[config.mk]
export PLATFORM = sky130hd
export DESIGN_NAME = serial_subtractor
export DESIGN_NICKNAME = d
export VERILOG_FILES = /design/src/rtl/serial_subtractor.sv
export SDC_FILE = /design/constraint.sdc
export NUM_CORES = 1
export LEC_CHECK = 0
export ABC_AREA = 1
export CAP_MARGIN = 20
export CORE_ASPECT_RATIO = 1.4
export CORE_MARGIN = 2
export CORE_UTILIZATION = 30
export DETAILED_ROUTE_END_ITERATION = 6
export GPL_TIMING_DRIVEN = 0
export PLACE_DENSITY_LB_ADDON = 0.1
export SLEW_MARGIN = 20
export SYNTH_ARGS = -nofsm -noshare
export SYNTH_HDL_FRONTEND = slang
export SYNTH_SLANG_ARGS = --single-unit
[constraint.sdc]
create_clock -name clk -period 1.4 [get_ports clk]
set_input_delay 0.14 -clock clk [delete_from_list [all_inputs] [get_ports clk]]
set_output_delay 0.14 -clock clk [all_outputs]
set_load 0.02 [all_outputs]
[src/rtl/serial_subtractor.sv]
// Bit-serial LSB-first subtractor: diff = op_a - op_b, one bit per clock.
// start/busy/done handshake; results are registered and held between runs.
module serial_subtractor #(
   parameter int WIDTH = 2
) (
   input  logic             clk,
   input  logic             rst,
   input  logic             start,
   input  logic [WIDTH-1:0] op_a,
   input  logic [WIDTH-1:0] op_b,
   output logic             busy,
   output logic             done,
   output logic [WIDTH-1:0] diff,
   output logic             borrow
);

   localparam int CW = $clog2(WIDTH) + 1;
   localparam logic [CW-1:0] LAST = CW'(WIDTH - 1);

   typedef enum logic [1:0] {
      IDLE  = 2'd0,
      SHIFT = 2'd1,
      DONE  = 2'd2
   } state_t;

   state_t           r_state;
   state_t           w_state_nxt;
   logic [WIDTH-1:0] r_sa;
   logic [WIDTH-1:0] r_sb;
   logic [WIDTH-1:0] r_res;
   logic [CW-1:0]    r_cnt;
   logic             r_bin;
   logic [WIDTH-1:0] r_diff;
   logic             r_borrow;

   logic             w_a;
   logic             w_b;
   logic             w_d;
   logic             w_bout;
   logic             w_last;
   logic             w_accept;
   logic [WIDTH-1:0] w_res_nxt;

   assign w_a      = r_sa[0];
   assign w_b      = r_sb[0];
   assign w_d      = w_a ^ w_b ^ r_bin;
   assign w_bout   = (~w_a & w_b) | (~(w_a ^ w_b) & r_bin);
   assign w_last   = (r_cnt == LAST);
   assign w_accept = start && (r_state == IDLE || r_state == DONE);
   // New bit enters at the MSB so the LSB-first result lands aligned
   assign w_res_nxt = (r_res >> 1) | (WIDTH'(w_d) << (WIDTH - 1));

   always_ff @(posedge clk) begin
      if (rst) r_state <= IDLE;
      else     r_state <= w_state_nxt;
   end

   always_comb begin
      w_state_nxt = r_state;
      unique case (r_state)
         IDLE:    if (start) w_state_nxt = SHIFT;
         SHIFT:   if (w_last) w_state_nxt = DONE;
         DONE:    w_state_nxt = start ? SHIFT : IDLE;
         default: w_state_nxt = IDLE;
      endcase
   end

   always_ff @(posedge clk) begin
      if (rst) begin
         r_sa     <= '0;
         r_sb     <= '0;
         r_res    <= '0;
         r_cnt    <= '0;
         r_bin    <= 1'b0;
         r_diff   <= '0;
         r_borrow <= 1'b0;
      end else if (w_accept) begin
         r_sa  <= op_a;
         r_sb  <= op_b;
         r_res <= '0;
         r_cnt <= '0;
         r_bin <= 1'b0;
      end else if (r_state == SHIFT) begin
         r_sa  <= r_sa >> 1;
         r_sb  <= r_sb >> 1;
         r_res <= w_res_nxt;
         r_bin <= w_bout;
         r_cnt <= r_cnt + CW'(1);
         if (w_last) begin
            r_diff   <= w_res_nxt;
            r_borrow <= w_bout;
         end
      end
   end

   assign busy   = (r_state == SHIFT);
   assign done   = (r_state == DONE);
   assign diff   = r_diff;
   assign borrow = r_borrow;

endmodule
==> results of run 1 <==
## flip-flops by register name (all words and copies together) (netlist names)
register / flops
r_state: 2
r_res: 1
borrow: 1
r_bin: 1
r_cnt: 2
diff: 2
r_sa: 2
r_sb: 2
## cell usage in the layout, fill, tap and decap left out, drive strengths merged
cell	n
nand2	18
dfxtp	13
inv	12
nand3	8
a21oi	8
clkdlybuf4s50	7
nor2	7
clkbuf	5
nor3	2
dlymetal6s2s	2
or2	1
nand3b	1
o21a	1
xor2	1
fa	1
ha	1
dlygate4sd2	1
## power groups by stage
stage | logic, W | clock network, W | registers, W
global route | 0.000139 | 0.000261 | 0.000402
floorplan | 0.0000807 | 0 | 0.000407
global placement | 0.000128 | 0 | 0.000408
CTS | 0.000127 | 0.000238 | 0.000399
detailed placement | 0.000128 | 0 | 0.000408
finish | 0.000124 | 0.000229 | 0.000399
## worst reg2reg max path, stage by stage, from the launching register on
cell,delay (ns)
dfxtp_1,0.31
inv_1,0.06
fa_1,0.53
nand3_1,0.10
a21oi_1,0.14
## cell families (layout without fill, tap and decap cells)
| kind of cell | count (synthesis) | after routing | synth area share |
|---|---|---|---|
| xor gates and xnor gates | 1 | 1 | 0.0155 |
| adders and majority gates | 2 | 2 | 0.0576 |
| DFF | 13 | 13 | 0.461 |
| and+or+nand+nor | 37 | 37 | 0.302 |
| buffers and inverters | 12 | 27 | 0.0798 |
| AOI/OAI and AO/OA | 9 | 9 | 0.0843 |
## synth_stat cells
master,count
inv_2,2
ha_1,1
xor2_1,1
nand3b_1,1
nor2_4,1
nand2_1,16
dfxtp_1,13
inv_1,10
nor2_1,6
fa_1,1
nand2_2,2
o21a_1,1
a21oi_1,8
or2_0,1
nand3_1,8
nor3_1,2
## per-stage QoR
step | setup WS (ns) | total power, W | utilization | instances | hold slack [ns]
floorplan | 0.285 | 0.000488 | - | 74 | 0.209
global placement | 0.0238 | 0.000536 | 0.393 | 105 | 0.452
detailed placement | 0.0245 | 0.000536 | 0.393 | 105 | 0.455
CTS | 0.0174 | 0.000765 | 0.408 | 109 | 0.418
global route | 0.000709 | 0.000803 | 0.408 | 109 | 0.433
finish | 0.0427 | 0.000752 | 0.408 | 109 | 0.412
## worst min-delay path by stage
stage                                 endpoint  cells past startpoint
after floorplan            borrow$_SDFFE_PP0P_                      1
after global placement    diff[1]$_SDFFE_PP0P_                      2
after detailed placement  diff[1]$_SDFFE_PP0P_                      2
after CTS                 r_sb[1]$_SDFFE_PP0P_                      3
after global routing      r_sa[1]$_SDFFE_PP0P_                      3
final                     r_sb[1]$_SDFFE_PP0P_                      3
## final cells by class
class / count / share of cell area
clock buffer: 4 / 0.0362
inverter: 12 / 0.0621
multi-input combinational: 49 / 0.357
sequential: 13 / 0.360
tap: 20 / 0.0345
timing repair buffer: 11 / 0.150
## layer usage
| layer | routed length, um | share of wire |
|---|---|---|
| met1 | 489 | 0.44 |
| met2 | 548 | 0.49 |
| met3 | 48 | 0.043 |
| met4 | 24 | 0.022 |
| met5 | 0 | 0 |
==> flow_summary.toml, run 1 <==
[cells_and_area]
area_delta_synth_final_pct = 28.6
final_area_sq_um = 726
drive_gt1_frac = 0.112
nFillCells = 200
diodes = 0
regArea_sq_um = 262
nets = 99
multi_input_area_sq_um = 259

[placement]
hpwl_um = 838
io_buffers = 11
place_congestion = 0.666
postPlaceCellArea_sq_um = 699

[clock_network]
cts_setup_buffers = 0
cts_buffers = 3
clk_path_buf_depth = 2
cts_tree = "yes"
clk_pin_slew_ns = 0.07
hold_buffers = 0
cts-root-buf = "clkbuf_4"
cts_sinks = 13
htreeDepth = 1
post_cts_resized = 4
clk_latency_ns = 0.28

[critical_path]
cpLargestDelayFamily = "buffers and inverters"
rr_endpoint = "diff[1]$_SDFFE_PP0P_"
crit_slowest_cell = "clkdlybuf4s50_1"
critical_path.max_stage_delay_ns = 0.61
cp_max_fo = 2
cp_cell_sequence = "clkdlybuf4s50_1"
critPathBufInv = 1
r2r_cells = 4
r2r_slack_ns = 0.20
crit_path_end_kind = "output port"
worstPathArrival_ns = 1.22
startpoint = "diff[0]$_SDFFE_PP0P_"
critPathLaunchType = "register"
cp_data_required_time_ns = 1.26
r2r_start = "r_sb[0]$_SDFFE_PP0P_"
crit_type = "register to output port"
endpoint = "diff[0]"
crit_cells = 1

[pwr]
switchingPower_w = 0.000202
ir_drop_uv = 491
switching_share = 0.268
leakage_nw = 0.346
power_frac_comb = 0.164
clock_power_share = 0.305
p_int_w = 0.000550
power_density_nw_per_um2 = 1040
seqPwrFrac = 0.531

[routing]
detail-route-antenna-nets = 0
drt-initial-drc-count = 10
viasPerCell = 4.60
routed_wl_mm = 1.11
wl_per_cell_um = 10.2
drt_pass1_iterations = 4
vias = 501
drc_errors = 0

[yosys]
synth_top_cell_by_area = "dfxtp_1"
yosysSeqAreaShare = 0.461
syn-cell-area_sq_um = 564
ys_ff_latch = 13
yosysTopAreaCellShare = 0.461
yosysWarningCount = 0
synth_nets = 83
synth.area.top_cells = "dfxtp_1, nand2_1, a21oi_1"
syn_area_per_cell_sq_um = 7.63
synth_cells = 74
synth.distinct_cells = 16

[global_routing]
grt_usage = 0.123
antenna_found_initial = 0
grt_max_degree = 11
globalRouteMet3Util = 0.0241
first_global_vias = 479
overflow = 0
busiest_layer = "met2"
grt_pass1_wl_mm = 1.89
use_met2 = 0.179
use_met1 = 0.146

[sta]
finalClockSkew_ns = 0.00324
tns_ns = 0
hold_violations = 0
fmax_ghz = 0.737
rsz0062_at_grt = "false"
setup_violations = 0
fin_crit_sh = 0.969
final_max_slew_viol_count = 0
worst_pin_slew_ns = 0.253
slew_headroom = 0.831
period_needed_ns = 1.36

[floorplanning]
fp.dieH_um = 55.3
num_rows = 18
die_area_sq_um = 2250
initial_core_util = 0.317
ios = 12
fp.dieW_um = 40.7
core_sq_um = 1780

[worst_hold_path]
hp-class = "input pin to register"
holdCritStartpoint = "op_b[1]"

[outcome]
outcome = "finished clean"

[flow_run]
maxCapViolCount = 0
(Power assumes the default switching activity.)
==> run 2: changes to the inputs <==
--- a/config.mk
+++ b/config.mk
@@ -6,10 +6,10 @@
 export NUM_CORES = 1
 export LEC_CHECK = 0
 export ABC_AREA = 1
+export ABC_CLOCK_PERIOD_IN_PS = 1400
 export CAP_MARGIN = 20
-export CORE_ASPECT_RATIO = 1.4
 export CORE_MARGIN = 2
-export CORE_UTILIZATION = 30
+export CORE_UTILIZATION = 35
 export DETAILED_ROUTE_END_ITERATION = 6
 export GPL_TIMING_DRIVEN = 0
 export PLACE_DENSITY_LB_ADDON = 0.1
==> flow_summary.toml, run 2 (same netlist as run 1, synthesis figures left out) <==
[pwr]
clock_power_share = 0.302
seqPwrFrac = 0.532
switching_share = 0.266
power_density_nw_per_um2 = 1040
p_int_w = 0.000550
ir_drop_uv = 820
leakage_nw = 0.346
power_frac_comb = 0.165
switchingPower_w = 0.000199

[critical_path]
worstPathArrival_ns = 1.19
critical_path.max_stage_delay_ns = 0.60
crit_cells = 1
cpLargestDelayFamily = "buffers and inverters"
cp_data_required_time_ns = 1.26
critPathBufInv = 1
crit_path_end_kind = "output port"
r2r_cells = 4
crit_slowest_cell = "clkdlybuf4s50_1"
cp_max_fo = 2
cp_cell_sequence = "clkdlybuf4s50_1"
critPathLaunchType = "register"
crit_type = "register to output port"

[sta]
worst_pin_slew_ns = 0.252
setup_violations = 0
hold_violations = 0
fmax_ghz = 0.750
tns_ns = 0
rsz0062_at_grt = "false"
slew_headroom = 0.831
period_needed_ns = 1.33
fin_crit_sh = 0.953
finalClockSkew_ns = 0.00315
final_max_slew_viol_count = 0

[cells_and_area]
multi_input_area_sq_um = 259
nFillCells = 155
layout_common_cells = "nand2_1, dfxtp_1, inv_1"
diodes = 0
area_delta_synth_final_pct = 27.7
stdcell_count = 105
regArea_sq_um = 262
nets = 99
drive_gt1_frac = 0.112
final_common_cell = "nand2_1"

[clock_network]
hold_buffers = 0
clk_pin_slew_ns = 0.07
clk_latency_ns = 0.27
cts_setup_buffers = 0
cts_sinks = 13
cts_buffers = 3
htreeDepth = 1
cts_tree = "yes"
cts-root-buf = "clkbuf_4"
clk_path_buf_depth = 2

[outcome]
outcome = "finished clean"

[routing]
vias = 498
detail-route-antenna-nets = 0
drc_errors = 0
wl_per_cell_um = 10.6
routed_wl_mm = 1.11
drt_pass1_iterations = 4
viasPerCell = 4.74
drt-initial-drc-count = 11

[floorplanning]
fp.dieW_um = 44.2
die_area_sq_um = 1950
fp.dieH_um = 44.2
core_sq_um = 1510
num_rows = 14
initial_core_util = 0.375
ios = 12

[placement]
hpwl_um = 830
place_congestion = 0.791
placed_cells = 101
io_buffers = 11

[worst_hold_path]
hold_depth = 3
hp-class = "input pin to register"

[global_routing]
grt_usage = 0.142
overflow = 0
grt_max_degree = 11
first_global_vias = 454
antenna_found_initial = 0
grt_pass1_wl_mm = 1.93

[flow_run]
maxCapViolCount = 0
## run 2: cell counts in the layout (fill, tap and decap cells not counted)
No cell type changed its count.
## run 2: area by class of cell
| type | count | area share |
|---|---|---|
| clock buffers | 4 | 0.0365 |
| well taps | 16 | 0.0278 |
| flip-flops and latches | 13 | 0.363 |
| repair buffers | 11 | 0.151 |
| multi-input cells | 49 | 0.359 |
| inverters | 12 | 0.0625 |
## run 2: final timing paths
path                                              to  slack, ns                 start
worst min register to register  diff[1]$_SDFFE_PP0P_       0.46  diff[1]$_SDFFE_PP0P_
worst min-delay path            r_sa[1]$_SDFFE_PP0P_       0.42               op_a[1]
worst max register to register  diff[1]$_SDFFE_PP0P_       0.22  r_sb[0]$_SDFFE_PP0P_
worst max-delay path                          borrow       0.07   borrow$_SDFFE_PP0P_
## run 2: layer usage
metal,GRT usage,vias to the layer above,wire length (um)
met3,0.0735,5,50
met4,0.0970,0,25
li1,-,261,-
met2,0.209,8,516
met5,0,-,0
met1,0.159,224,521
## run 2: per-stage QoR
step | utilization | hold slack [ns] | setup slack (ns) | power, W | cell area, sq um
5_1_grt | 0.478 | 0.433 | 0.0181 | 0.000805 | 721
3_5_place_dp | 0.461 | 0.454 | 0.00917 | 0.000535 | 694
4_1_cts | 0.478 | 0.418 | 0.00231 | 0.000766 | 721
6_report | 0.478 | 0.423 | 0.0661 | 0.000750 | 721
2_1_floorplan | - | 0.209 | 0.285 | 0.000488 | 564
3_3_place_gp | 0.461 | 0.452 | 0.0135 | 0.000535 | 694
## run 2: repair_timing
item                                   4_1_cts  5_1_grt
gates resized for setup                      4        3
setup endpoints to repair                    2        3
pin swaps                                    0        0
endpoints found under the hold margin        0        0
## run 2: power by group through the flow
stage / clock network [W] / registers (W) / logic, W
detailed placement: 0 / 0.000408 / 0.000127
CTS: 0.000239 / 0.000399 / 0.000127
finish: 0.000227 / 0.000399 / 0.000124
floorplan: 0 / 0.000407 / 0.0000807
global placement: 0 / 0.000408 / 0.000127
global route: 0.000259 / 0.000402 / 0.000144
## run 2: tightest hold or removal path, stage by stage
cell and delay, ns:
clkdlybuf4s50_1 0.40, nand2_1 0.06, a21oi_1 0.05
